==> config.mk <==
export PLATFORM = sky130hd
export DESIGN_NAME = ws2812_input
export DESIGN_NICKNAME = d
export VERILOG_FILES = /design/src/rtl/ws2812_pkg.sv /design/src/rtl/ws2812_input_sync.sv /design/src/rtl/ws2812_input.sv
export SDC_FILE = /design/constraint.sdc
export NUM_CORES = 1
export LEC_CHECK = 0
export BUFFER_PORTS_ARGS = -buffer_cell sky130_fd_sc_hd__buf_2
export CORE_MARGIN = 2
export CORE_UTILIZATION = 45
export CTS_CLUSTER_DIAMETER = 100
export DETAILED_ROUTE_END_ITERATION = 6
export SETUP_SLACK_MARGIN = 0.4
export SLEW_MARGIN = 40
export SYNTH_ARGS = -nofsm -noshare
export SYNTH_HDL_FRONTEND = slang
export SYNTH_SLANG_ARGS = --single-unit
==> constraint.sdc <==
create_clock -name clk -period 2.3 [get_ports clk]
set_input_delay 0.115 -clock clk [delete_from_list [all_inputs] [get_ports clk]]
set_output_delay 0.115 -clock clk [all_outputs]
set_load 0.02 [all_outputs]
==> src/rtl/ws2812_pkg.sv <==
`default_nettype none
// ============================================================================
//  Module      : ws2812_pkg
//  Description : Shared WS2812 timing constants at a 12 MHz system clock and
//                the receiver state encoding. Used by ws2812_output and
//                ws2812_input so both ends of a loopback agree on timing.
//  Revision    : 1.0 - initial release
// ============================================================================
package ws2812_pkg;

    // Line timing in 12 MHz clock cycles
    localparam int c_T0H_CYCLES   = 5;    // ~0.40 us high for a 0 bit
    localparam int c_T1H_CYCLES   = 10;   // ~0.80 us high for a 1 bit
    localparam int c_BIT_CYCLES   = 15;   // ~1.25 us per bit
    localparam int c_LATCH_CYCLES = 600;  // 50 us low latch gap

    // Receiver decode limits derived from the line timing: the 1/0 decision
    // sits midway between T0H and T1H, and no legal high outlasts a bit period.
    localparam int c_RX_THRESHOLD = (c_T0H_CYCLES + c_T1H_CYCLES) / 2;
    localparam int c_RX_MIN_HIGH  = 2;
    localparam int c_RX_MAX_HIGH  = c_BIT_CYCLES;

    typedef enum logic [1:0] {
        ST_SYNC = 2'd0,
        ST_IDLE = 2'd1,
        ST_HIGH = 2'd2,
        ST_LOW  = 2'd3
    } rx_state_t;

endpackage : ws2812_pkg
`default_nettype wire

==> src/rtl/ws2812_input_sync.sv <==
`default_nettype none
// ============================================================================
//  Module      : sync_2ff
//  Description : Two-flop synchronizer for an asynchronous pin plus a
//                registered copy of the synchronized value for edge detect.
//  Ports       : clk, rst     - clock, synchronous active-high reset
//                i_async      - asynchronous input pin
//                o_sync       - synchronized value (2 cycles latency)
//                o_prev       - o_sync delayed by one cycle
//  Revision    : 1.0 - initial release
// ============================================================================
module sync_2ff (
    input  logic clk,
    input  logic rst,
    input  logic i_async,
    output logic o_sync,
    output logic o_prev
);

    logic r_meta;
    logic r_sync;
    logic r_prev;

    always_ff @(posedge clk) begin
        if (rst) begin
            r_meta <= 1'b0;
            r_sync <= 1'b0;
            r_prev <= 1'b0;
        end else begin
            r_meta <= i_async;
            r_sync <= r_meta;
            r_prev <= r_sync;
        end
    end

    assign o_sync = r_sync;
    assign o_prev = r_prev;

endmodule : sync_2ff
`default_nettype wire

==> src/rtl/ws2812_input.sv <==
`default_nettype none
// ============================================================================
//  Module      : ws2812_input
//  Description : WS2812 serial-line receiver. Classifies each high pulse by
//                width as a 0/1 bit, assembles MSB-first bytes, strobes each
//                byte with its index in the frame, and flags latch gaps.
//  Ports       : clk, rst     - clock, synchronous active-high reset
//                din          - asynchronous WS2812 data line
//                data         - last completed byte
//                data_valid   - one-cycle strobe for data/byte_index
//                byte_index   - position of data in the current frame
//                frame_end    - one-cycle pulse on a completed latch gap
//                error        - one-cycle pulse on a bad pulse/short byte
//                synced       - high while aligned to frames
//  Revision    : 1.0 - initial release
// ============================================================================
module ws2812_input
    import ws2812_pkg::*;
#(
    parameter int THRESHOLD_CYCLES = c_RX_THRESHOLD,
    parameter int MIN_HIGH         = c_RX_MIN_HIGH,
    parameter int MAX_HIGH         = c_RX_MAX_HIGH,
    parameter int RESET_CYCLES     = c_LATCH_CYCLES,
    parameter int IDX_W            = 16
) (
    input  logic             clk,
    input  logic             rst,
    input  logic             din,
    output logic [7:0]       data,
    output logic             data_valid,
    output logic [IDX_W-1:0] byte_index,
    output logic             frame_end,
    output logic             error,
    output logic             synced
);

    localparam int c_LCNT_W = $clog2(RESET_CYCLES + 1);
    localparam int c_HCNT_W = $clog2(MAX_HIGH + 2);

    localparam logic [c_LCNT_W-1:0] c_RESET    = c_LCNT_W'(RESET_CYCLES);
    localparam logic [c_LCNT_W-1:0] c_RESET_M1 = c_LCNT_W'(RESET_CYCLES - 1);
    localparam logic [c_HCNT_W-1:0] c_THRESH   = c_HCNT_W'(THRESHOLD_CYCLES);
    localparam logic [c_HCNT_W-1:0] c_MIN_HIGH = c_HCNT_W'(MIN_HIGH);
    localparam logic [c_HCNT_W-1:0] c_MAX_HIGH = c_HCNT_W'(MAX_HIGH);
    localparam logic [c_HCNT_W-1:0] c_HCNT_ONE = c_HCNT_W'(1);
    localparam logic [c_LCNT_W-1:0] c_LCNT_ONE = c_LCNT_W'(1);
    localparam logic [IDX_W-1:0]    c_IDX_MAX  = {IDX_W{1'b1}};

    logic w_din_s;
    logic w_din_prev;
    logic w_rise;
    logic w_fall;
    logic w_bit;

    rx_state_t           r_state;
    logic [c_LCNT_W-1:0] r_scnt;
    logic [c_LCNT_W-1:0] r_lcnt;
    logic [c_HCNT_W-1:0] r_hcnt;
    logic [3:0]          r_bitcnt;
    logic [7:0]          r_shreg;
    logic [7:0]          r_data;
    logic                r_data_valid;
    logic [IDX_W-1:0]    r_byte_index;
    logic                r_idx_inc;
    logic                r_frame_end;
    logic                r_error;
    logic                r_synced;

    sync_2ff u_sync (
        .clk     (clk),
        .rst     (rst),
        .i_async (din),
        .o_sync  (w_din_s),
        .o_prev  (w_din_prev)
    );

    assign w_rise = w_din_s & ~w_din_prev;
    assign w_fall = ~w_din_s & w_din_prev;
    assign w_bit  = (r_hcnt >= c_THRESH);

    always_ff @(posedge clk) begin
        if (rst) begin
            r_state      <= ST_SYNC;
            r_scnt       <= '0;
            r_lcnt       <= '0;
            r_hcnt       <= '0;
            r_bitcnt     <= '0;
            r_shreg      <= '0;
            r_data       <= '0;
            r_data_valid <= 1'b0;
            r_byte_index <= '0;
            r_idx_inc    <= 1'b0;
            r_frame_end  <= 1'b0;
            r_error      <= 1'b0;
            r_synced     <= 1'b0;
        end else begin
            r_data_valid <= 1'b0;
            r_frame_end  <= 1'b0;
            r_error      <= 1'b0;
            r_idx_inc    <= 1'b0;

            // The index advances the cycle after a strobe so the strobe
            // carries the index of the byte it delivers.
            if (r_idx_inc && (r_byte_index != c_IDX_MAX)) begin
                r_byte_index <= r_byte_index + 1'b1;
            end

            // A full byte is delivered one cycle after its eighth falling edge.
            // That cycle is always in LOW, which never touches bitcnt itself.
            if (r_bitcnt == 4'd8) begin
                r_data       <= r_shreg;
                r_data_valid <= 1'b1;
                r_bitcnt     <= '0;
                r_idx_inc    <= 1'b1;
            end

            case (r_state)
                ST_SYNC: begin
                    if (w_din_s) begin
                        r_scnt <= '0;
                    end else if (r_scnt == c_RESET_M1) begin
                        r_scnt   <= '0;
                        r_state  <= ST_IDLE;
                        r_synced <= 1'b1;
                    end else begin
                        r_scnt <= r_scnt + 1'b1;
                    end
                end

                ST_IDLE: begin
                    if (w_rise) begin
                        r_hcnt  <= c_HCNT_ONE;
                        r_state <= ST_HIGH;
                    end
                end

                ST_HIGH: begin
                    // Overlong high is checked first so it also catches a
                    // falling edge arriving right after hcnt saturated.
                    if ((r_hcnt > c_MAX_HIGH) || (w_fall && (r_hcnt < c_MIN_HIGH))) begin
                        r_error      <= 1'b1;
                        r_state      <= ST_SYNC;
                        r_synced     <= 1'b0;
                        r_scnt       <= '0;
                        r_bitcnt     <= '0;
                        r_byte_index <= '0;
                        r_idx_inc    <= 1'b0;
                    end else if (w_fall) begin
                        r_shreg  <= {r_shreg[6:0], w_bit};
                        r_bitcnt <= r_bitcnt + 1'b1;
                        r_lcnt   <= c_LCNT_ONE;
                        r_state  <= ST_LOW;
                    end else begin
                        r_hcnt <= r_hcnt + 1'b1;
                    end
                end

                ST_LOW: begin
                    if (w_rise) begin
                        r_hcnt  <= c_HCNT_ONE;
                        r_state <= ST_HIGH;
                    end else if (r_lcnt == c_RESET) begin
                        r_frame_end  <= 1'b1;
                        r_error      <= (r_bitcnt != 4'd0);
                        r_bitcnt     <= '0;
                        r_byte_index <= '0;
                        r_idx_inc    <= 1'b0;
                        r_state      <= ST_IDLE;
                    end else begin
                        r_lcnt <= r_lcnt + 1'b1;
                    end
                end

                default: begin
                    r_state  <= ST_SYNC;
                    r_synced <= 1'b0;
                end
            endcase
        end
    end

    assign data       = r_data;
    assign data_valid = r_data_valid;
    assign byte_index = r_byte_index;
    assign frame_end  = r_frame_end;
    assign error      = r_error;
    assign synced     = r_synced;

endmodule : ws2812_input
`default_nettype wire

==> results.yml, run 1 <==
finish:
  nFillCells: 683
  multi_input_area_um2: 1940
  fin_nets: 437
  register_area_um2: 1430
  drive_gt1_share_pct: 22.3
  fin_area_um2: 4030
  syn2layout_area_growth_pct: 20.2
  antenna_cells: 0
logic_synthesis:
  synth_cell_types: 59
  yosysSeqAreaShare_pct: 42.4
  synth_warnings: 0
  synth_nets: 390
  syn-mean-instance-area_um2: 8.84
  async_flop_share_pct: 0
  synth-edff-count: 0
  synthFlopType: "dfxtp_1"
  syn_inst: 379
  mappedNetlistArea_um2: 3350
  ys_seq_elements: 71
global_route:
  antenna_found_initial: 0
  grt_first_pass_wirelength_um: 11800
  grt_pass1_vias: 2545
  grt_max_degree: 29
  overflow: 0
  grt.total_usage_pct: 17.3
sta:
  relSlewSlack_pct: 64.4
  slew_viol_final: 0
  fin_crit_ns: 1.91
  worstMarginPinSlew_ns: 0.534
  fin_tns_setup_ns: 0
  min_period_over_period_pct: 83.3
  hold_viol_final: 0
  setup_viol: 0
  rsz0062_at_grt: "true"
  worst_clock_skew_ns: 0.00972
  max_clock_freq_mhz: 522
floorplan:
  rows: 31
  ios: 31
  die_x_um: 90.3
  design.core.area_um2: 7210
  dieArea_um2: 8150
  die_y_um: 90.3
  initial_core_util_pct: 46.4
power_and_ir_drop:
  p_per_area_nw_per_um2: 599
  leakage_nw: 1.62
  ir_drop_mv: 0.351
clock_tree:
  cts_inserted_buffers: 9
  root_buffer: "clkbuf_8"
  cts_tree: "built"
  htree_levels: 3
  clk_pin_slew_ns: 0.07
  cts_sinks: 71
  cts.path.max_buffers: 2
  clock_latency_ns: 0.35
setup_path:
  critPathKind: "reg -> reg"
  cp.required_ns: 2.58
  crit_fanout: 6
  cp_cell_sequence: "ha_4, and3_4, ha_4, o2111ai_4, a21boi_4, or4_1, a21oi_1"
  cpMostUsedCell: "ha_4"
  start_kind: "flip-flop"
  slowest_stage: "or4_1"
  critical_path_buf_inv_count: 0
  max_stage_delay_ns: 0.52
  worstSetupEndpointType: "flip-flop"
  cp.arrival_ns: 2.20
  worst_path_dominant_cell_family: "simple AND/OR/NAND/NOR gates"
place:
  placed_area_um2: 3630
  io_buffers: 30
  gp_congestion: 0.826
  place_hpwl_um: 4650
routing:
  drc_errors: 0
  avgRoutedWirePerCell_um: 13.2
  vias: 2890
  firstDrtPassIters: 4
  viasPerCell: 5.45
  drt_wl_total_um: 6990
  ant_nets: 0
  drt_iter0_drc: 124
run_status:
  status: "completed"
flow_run:
  cap_violations: 0
hold_path:
  hp-class: "in -> reg"
==> worst paths after layout <==
check | from | to | slack, ns | cells past startpoint
worst min-delay path | rst | synced$_SDFFE_PP0P_ | 0.22 | 2
worst max-delay path | r_hcnt[1]$_SDFFE_PP0P_ | r_lcnt[8]$_SDFFE_PP0P_ | 0.39 | 7
worst max register to register | r_hcnt[1]$_SDFFE_PP0P_ | r_lcnt[8]$_SDFFE_PP0P_ | 0.39 | 7
worst min register to register | data[5]$_SDFFE_PP0P_ | data[5]$_SDFFE_PP0P_ | 0.45 | 2
==> per-layer routing <==
metal / GRT usage (%) / part of all wire, % / vias to the layer above
li1: - / - / 1472
met1: 22.7 / 48 / 1356
met2: 27.7 / 46 / 50
met3: 3.26 / 3.3 / 12
met4: 7.56 / 1.8 / 0
met5: 0 / 0 / -
==> area by class of cell <==
| type | count | area share [%] |
|---|---|---|
| sequential | 71 | 35.6 |
| inverter | 9 | 0.839 |
| clock buffer | 12 | 3.60 |
| timing repair buffer | 49 | 7.64 |
| clock inverter | 4 | 1.12 |
| multi-input combinational | 286 | 48.1 |
| tap | 99 | 3.08 |
==> cells in the mapped netlist, types with 5 or more instances <==
library cell / number / area [um^2]
nand3_1: 18 / 90.1
and3_1: 13 / 81.3
a211oi_1: 5 / 37.5
inv_1: 9 / 33.8
nand2_1: 40 / 150
nand4_1: 8 / 50.1
mux2i_1: 10 / 100
dfxtp_1: 71 / 1420
a21oi_1: 29 / 145
a311oi_1: 8 / 70.1
xnor2_1: 5 / 43.8
a31oi_1: 7 / 43.8
nor2_1: 41 / 154
nor2b_1: 6 / 37.5
clkbuf_1: 6 / 22.5
o21ai_0: 8 / 40.0
xor2_1: 12 / 105
ha_1: 8 / 100
nor3_1: 6 / 30.0
nand2b_1: 5 / 31.3
==> through the flow <==
stage          power [W]  hold WS (ns)  std cells  worst slack, ns  util [%]
3_3_place_gp     0.00145         0.324        500            0.247      50.3
4_1_cts          0.00243         0.230        525            0.401      54.8
6_report         0.00241         0.224        530            0.385      55.8
5_1_grt          0.00251         0.250        530            0.277      55.8
2_1_floorplan    0.00143         0.243        379            0.403         -
3_5_place_dp     0.00146         0.331        500            0.211      50.3
==> logic make-up (layout without fill, tap and decap cells) <==
logic type      count (synthesis)  count (layout)  share of synthesized area, %
compound gates                 85              86                          18.4
xor+xnor                       17              17                          4.44
fa+ha+maj                       8               8                          2.99
buf+inv                        23              74                          3.62
flops                          71              71                          42.4
mux                            10              10                          2.99
simple gates                  165             165                          25.1
==> where the power goes <==
| group | internal (W) | leakage [nW] | switching [W] |
|---|---|---|---|
| clock network | 0.000526 | 0.100 | 0.000443 |
| logic | 0.0000752 | 0.945 | 0.000108 |
| registers | 0.00124 | 0.576 | 0.0000141 |
==> registers in the layout (all words and copies together) (netlist names) <==
name	count
r_shreg	8
frame_end	1
r_idx_inc	1
data	8
error	1
r_bitcnt	4
data_valid	1
r_state	2
synced	1
u_sync.r_meta	1
u_sync.o_sync	1
u_sync.o_prev	1
r_lcnt	10
r_scnt	10
r_hcnt	5
byte_index	16
==> placed cells by master, fill, tap and decap left out, types with 3 or more instances in the layout <==
cell type / instances
or3_1: 4
ha_1: 6
a31o_2: 3
nand2_1: 39
dfxtp_2: 4
o21ai_0: 7
nand3_1: 18
nor2_1: 41
and2_1: 4
a21oi_1: 29
a31oi_1: 7
nor2b_1: 6
clkbuf_8: 10
and3_1: 11
mux2i_1: 10
clkinv_2: 3
xnor2_1: 5
nor3_1: 5
inv_1: 8
xor2_1: 12
a211oi_1: 5
and4_1: 4
nand4_1: 8
a311oi_1: 8
nand2b_1: 5
o211ai_1: 4
dfxtp_1: 65
buf_4: 17
buf_2: 30
==> what timing repair did <==
action	4_1_cts	5_1_grt
resized for setup	11	11
hold buffers	1	0
buffers inserted	7	5
pin swaps	6	5
endpoints found under the hold margin	1	0
gates cloned	1	0
setup endpoints to repair	30	35
(Power assumes the default switching activity.)
==> run 2, diff against run 1 <==
--- a/config.mk
+++ b/config.mk
@@ -5,6 +5,7 @@
 export SDC_FILE = /design/constraint.sdc
 export NUM_CORES = 1
 export LEC_CHECK = 0
+export ABC_AREA = 1
 export BUFFER_PORTS_ARGS = -buffer_cell sky130_fd_sc_hd__buf_2
 export CORE_MARGIN = 2
 export CORE_UTILIZATION = 45
==> constraint.sdc (replaced) <==
create_clock -name clk -period 1.8 [get_ports clk]
set_input_delay 0.09 -clock clk [delete_from_list [all_inputs] [get_ports clk]]
set_output_delay 0.09 -clock clk [all_outputs]
set_load 0.02 [all_outputs]
==> results.yml, run 2 <==
sta:
  setup_ws_ns: 0.168
  max_clock_freq_mhz: 613
  setup_viol: 0
  min_period_over_period_pct: 90.7
  fin_crit_ns: 1.63
  worst_clock_skew_ns: 0.0161
  worstMarginPinSlew_ns: 0.438
  relSlewSlack_pct: 70.7
  hold_viol_final: 0
  fin_tns_setup_ns: 0
  slew_viol_final: 0
  rsz0062_at_grt: "true"
logic_synthesis:
  yosysTopAreaCellShare_pct: 39.1
  yosysTopAreaCell: "dfxtp_1"
  ys_seq_elements: 71
  syn_inst: 531
  synth_cell_types: 31
  async_flop_share_pct: 0
  synthAdderAreaFrac_pct: 2.75
  yosys.area_share.simple_pct: 35.4
  synth_xor_area_share_pct: 4.09
  synth_compound_area_share_pct: 10.9
  synth_mux_area_share_pct: 0
  synthFlopType: "dfxtp_1"
  synth_top_family_by_area: "simple AND/OR/NAND/NOR gates"
  synth_warnings: 0
  synth.most_common_cell: "nand2_1"
  yosysSeqAreaShare_pct: 39.1
  synth_nets: 542
  yosys-top-cells-area: "dfxtp_1 39%, nand2_1 12%, nand3_1 8.3%"
  ys_top_cells_by_count: "121 x nand2_1, 71 x dfxtp_1, 66 x nor2_1, 60 x nand3_1, 50 x a21oi_1"
  syn-mean-instance-area_um2: 6.85
  synth-edff-count: 0
  mappedNetlistArea_um2: 3640
run_status:
  status: "completed"
global_route:
  grt.total_usage_pct: 21.8
  grt_max_degree: 22
  grt_first_pass_wirelength_um: 15400
  overflow: 0
  antenna_found_initial: 0
  grt_pass1_vias: 3424
setup_path:
  cp.arrival_ns: 1.89
  startpoint: "r_hcnt[1]$_SDFFE_PP0P_"
  r2r_setup_slack_ns: 0.17
  crit_end: "byte_index[15]$_SDFF_PP0_"
  rr_endpoint: "byte_index[15]$_SDFF_PP0_"
  r2r-start: "r_hcnt[1]$_SDFFE_PP0P_"
  worstSetupEndpointType: "flip-flop"
  reg2reg_depth: 11
  start_kind: "flip-flop"
  crit_fanout: 8
  cp.required_ns: 2.06
  critPathKind: "reg -> reg"
finish:
  largest_reg_flops: 16
  final_common_cell: "nand2_1"
  syn2layout_area_growth_pct: 36.1
  drive_gt1_share_pct: 32.8
  layout_common_cells: "106 x nand2_1, 58 x dfxtp_1, 54 x nor2_1"
  antenna_cells: 0
  fin_nets: 610
clock_tree:
  clk_pin_slew_ns: 0.09
  clock_latency_ns: 0.36
  root_buffer: "clkbuf_8"
  cts.path.max_buffers: 2
  cts_inserted_buffers: 9
  cts_tree: "built"
  cts_sinks: 71
  htree_levels: 3
power_and_ir_drop:
  ir_drop_mv: 0.737
  combPwrFrac_pct: 35.9
  p_sw_w: 0.00184
  p_sw_share_pct: 39.3
  power_frac_seq_pct: 38.3
  power.internal_w: 0.00284
  p_per_area_nw_per_um2: 946
  clkPwrFrac_pct: 25.9
  leakage_nw: 1.87
floorplan:
  die_y_um: 93.9
  ios: 31
  initial_core_util_pct: 46.8
  dieArea_um2: 8820
  rows: 32
  die_x_um: 93.9
  design.core.area_um2: 7770
hold_path:
  hp-class: "in -> reg"
routing:
  ant_nets: 0
  vias: 3708
  drt_wl_total_um: 9660
  drt_iter0_drc: 135
  avgRoutedWirePerCell_um: 13.7
  viasPerCell: 5.25
  drc_errors: 0
  firstDrtPassIters: 4
flow_run:
  cap_violations: 0
place:
  place_hpwl_um: 5980
  dp_slack_ns: 0.00607
  io_buffers: 30
  gp_congestion: 0.898
==> run 2: final cells by class <==
class	count	area, um^2
Clock inverter	7	61.3
Multi-Input combinational cell	397	2450
Timing Repair Buffer	70	542
Tap cell	102	128
Inverter	50	201
Sequential cell	71	1450
Fill cell	689	2820
Clock buffer	9	124
==> run 2: power by group through the flow <==
stage	sequential (W)	clock, W	combinational [W]
finish	0.00179	0.00121	0.00168
global route	0.00180	0.00131	0.00183
CTS	0.00178	0.00124	0.00135
detailed placement	0.00182	0	0.00105
global placement	0.00181	0	0.00104
floorplan	0.00181	0	0.000788
==> run 2: timing repair <==
item,4_1_cts,5_1_grt
resized for setup,50,61
endpoints found under the hold margin,1,0
pin swaps,20,29
hold buffers,1,0
buffers inserted,9,11
cloned,5,2
endpoints found under the setup margin,61,66
==> run 2: how the worst min path moves through the flow <==
| stage | from | end | slack (ns) | cells after the start |
|---|---|---|---|---|
| 2_1_floorplan | din | u_sync.r_meta$_SDFF_PP0_ | 0.20 | 2 |
| 3_5_place_dp | din | u_sync.r_meta$_SDFF_PP0_ | 0.29 | 3 |
| 6_report | rst | data[5]$_SDFFE_PP0P_ | 0.14 | 2 |
| 3_3_place_gp | din | u_sync.r_meta$_SDFF_PP0_ | 0.30 | 3 |
| 4_1_cts | rst | data[5]$_SDFFE_PP0P_ | 0.13 | 2 |
| 5_1_grt | rst | data[7]$_SDFFE_PP0P_ | 0.14 | 2 |
==> run 2: metal layers <==
metal / vias up / track usage [%] / part of all wire (%) / routed length (um)
li1: 1880 / - / - / -
met1: 1752 / 28.1 / 46 / 4410
met3: 10 / 5.14 / 3.2 / 310
met4: 0 / 6.88 / 1.4 / 133
met5: - / 0 / 0 / 0
met2: 66 / 36.2 / 50 / 4800
==> run 2: logic make-up (layout without fill, tap and decap cells) <==
group                    after synthesis  in the layout
flip-flops                            71             71
AND/OR/NAND/NOR                      293            296
adder cells (fa/ha/maj)                8              8
XOR/XNOR                              17             17
AO/OA/AOI/OAI                         75             76
buffers and inverters                 67            136
==> run 2: critical path: stages, from the launching register on <==
cell and delay (ns):
dfxtp_4 0.36, ha_4 0.16, nand2_4 0.07, nor2_2 0.04, ha_2 0.16, inv_2 0.06
nand2_4 0.06, nand2_8 0.10, nor2_4 0.05, o21ai_4 0.23, clkbuf_16 0.20, nor2_1 0.04
==> run 2: per-stage QoR <==
step           std cells  cell area, um^2  hold slack (ns)  utilization, %  power (W)
2_1_floorplan        531             3760            0.197               -    0.00260
3_3_place_gp         662             4040            0.296            52.0    0.00285
3_5_place_dp         662             4040            0.295            52.0    0.00287
4_1_cts              693             4560            0.126            58.7    0.00436
5_1_grt              706             4950            0.143            63.7    0.00495
6_report             706             4950            0.136            63.7    0.00468
==> run 3, diff against run 2 <==
--- a/config.mk
+++ b/config.mk
@@ -11,6 +11,7 @@
 export CORE_UTILIZATION = 45
 export CTS_CLUSTER_DIAMETER = 100
 export DETAILED_ROUTE_END_ITERATION = 6
+export PLACE_DENSITY = 0.65
 export SETUP_SLACK_MARGIN = 0.4
 export SLEW_MARGIN = 40
 export SYNTH_ARGS = -nofsm -noshare
==> constraint.sdc (replaced) <==
create_clock -name clk -period 1.4 [get_ports clk]
set_input_delay 0.07 -clock clk [delete_from_list [all_inputs] [get_ports clk]]
set_output_delay 0.07 -clock clk [all_outputs]
set_load 0.02 [all_outputs]
==> results.yml, run 3 (synthesis results as in run 2) <==
clock_tree:
  cts_inserted_buffers: 9
  cts.path.max_buffers: 2
  cts_tree: "built"
  cts_sinks: 71
  clock_latency_ns: 0.35
  htree_levels: 3
  clk_pin_slew_ns: 0.08
  root_buffer: "clkbuf_8"
setup_path:
  reg2reg_depth: 13
  cp.arrival_ns: 1.89
  cp.required_ns: 1.68
  start_kind: "flip-flop"
  worstSetupEndpointType: "flip-flop"
  crit_fanout: 10
  critPathKind: "reg -> reg"
  r2r_setup_slack_ns: -0.21
place:
  dp_slack_ns: -0.268
  place_hpwl_um: 6280
  gp_congestion: 0.838
  io_buffers: 30
power_and_ir_drop:
  p_sw_share_pct: 35.2
  p_per_area_nw_per_um2: 1150
  power_frac_seq_pct: 36.6
  clkPwrFrac_pct: 30.4
  combPwrFrac_pct: 33.0
  p_sw_w: 0.00216
  power.internal_w: 0.00398
  leakage_nw: 2.07
  ir_drop_mv: 0.621
routing:
  viasPerCell: 5.06
  avgRoutedWirePerCell_um: 12.5
  ant_nets: 0
  drt_wl_total_um: 9400
  firstDrtPassIters: 4
  drc_errors: 0
  drt_iter0_drc: 146
  vias: 3808
hold_path:
  min_delay_path_depth: 2
  hp-class: "in -> reg"
global_route:
  antenna_found_initial: 0
  grt_pass1_vias: 3555
  grt_first_pass_wirelength_um: 15600
  overflow: 0
  grt.total_usage_pct: 21.8
  grt_max_degree: 28
sta:
  worst_clock_skew_ns: 0.0162
  fin_crit_ns: 1.61
  min_period_over_period_pct: 115
  max_clock_freq_mhz: 622
  worstMarginPinSlew_ns: 0.311
  fin_tns_setup_ns: -8.61
  slew_viol_final: 0
  rsz0062_at_grt: "true"
  setup_viol: 58
  setup_ws_ns: -0.208
  hold_viol_final: 0
  relSlewSlack_pct: 79.1
floorplan:
  design.core.area_um2: 7770
  rows: 32
  dieArea_um2: 8820
  ios: 31
  initial_core_util_pct: 46.8
  die_x_um: 93.9
  die_y_um: 93.9
finish:
  register_area_um2: 1460
  final_util_pct: 68.8
  drive_gt1_share_pct: 38.2
  multi_input_area_um2: 2280
  largest_reg_flops: 16
  fin_nets: 656
  final_common_cell: "nand2_1"
  antenna_cells: 0
  layout_common_cells: "106 x nand2_1, 70 x buf_4, 61 x nor2_1"
  nFillCells: 634
  syn2layout_area_growth_pct: 46.9
run_status:
  violations: "negative setup slack"
  status: "complete, but fails checks"
flow_run:
  cap_violations: 0
## run 3: cell types whose count changed in the layout (fill, tap and decap cells not counted), sizes merged
cell	delta
buf	+50
clkinv	+1
clkinvlp	-1
inv	-2
nand2	-3
bufinv	+2
a21boi	-1
## run 3: final timing paths
check / start / end
max: r_hcnt[0]$_SDFFE_PP0P_ / r_lcnt[1]$_SDFFE_PP0P_
min: rst / r_lcnt[0]$_SDFFE_PP0P_
max reg2reg: r_hcnt[0]$_SDFFE_PP0P_ / r_lcnt[1]$_SDFFE_PP0P_
min reg2reg: u_sync.r_meta$_SDFF_PP0_ / u_sync.o_sync$_SDFF_PP0_
## run 3: metrics by stage
step | std cells | cell area (um^2) | hold slack [ns] | total power [W]
after floorplan | 531 | 3790 | 0.177 | 0.00335
after global placement | 724 | 4580 | 0.278 | 0.00394
after detailed placement | 724 | 4580 | 0.284 | 0.00398
after CTS | 751 | 5120 | 0.0532 | 0.00591
after global routing | 752 | 5340 | 0.0585 | 0.00650
final | 752 | 5340 | 0.0540 | 0.00614
## run 3: power by group through the flow
stage,clock [W],sequential [W],combinational (W)
after floorplan,0,0.00233,0.00102
after global placement,0,0.00228,0.00165
after detailed placement,0,0.00229,0.00168
after CTS,0.00190,0.00224,0.00177
after global routing,0.00201,0.00226,0.00223
final,0.00187,0.00225,0.00203
## run 3: cell type report
cell class / instances / share of cell area [%]
repair buffers: 120 / 19.7
well taps: 102 / 2.39
multi-input cells: 393 / 42.7
clock buffers: 9 / 2.32
flip-flops and latches: 71 / 27.2
inverters: 50 / 3.70
clock inverters: 7 / 1.92
## run 3: worst max-delay path: stages, from the launching register on
cell	delay [ns]
dfxtp_4	0.36
ha_4	0.13
nand2_2	0.05
nor2_2	0.08
ha_2	0.17
inv_2	0.03
nand2_2	0.08
nand2_4	0.10
inv_4	0.09
nand2_4	0.07
buf_12	0.15
nand3_2	0.05
nand2_1	0.06
a21oi_2	0.10
## run 3: per-layer routing
metal  part of all wire [%]  routed length [um]  GRT usage, %  vias to the layer above
li1                       -                   -             -                     1972
met1                     45                4250          27.2                     1758
met2                     51                4760          37.8                       69
met3                    3.2                 301          4.57                        9
met4                    1.0                  96          6.28                        0
met5                      0                   0             0                        -
## run 3: repair_timing
action	in CTS	in global routing
hold buffers	1	0
resized for setup	74	49
hold endpoints to repair	1	0
buffers inserted	10	0
cloned	0	1
pin swaps	5	13
endpoints found under the setup margin	82	85
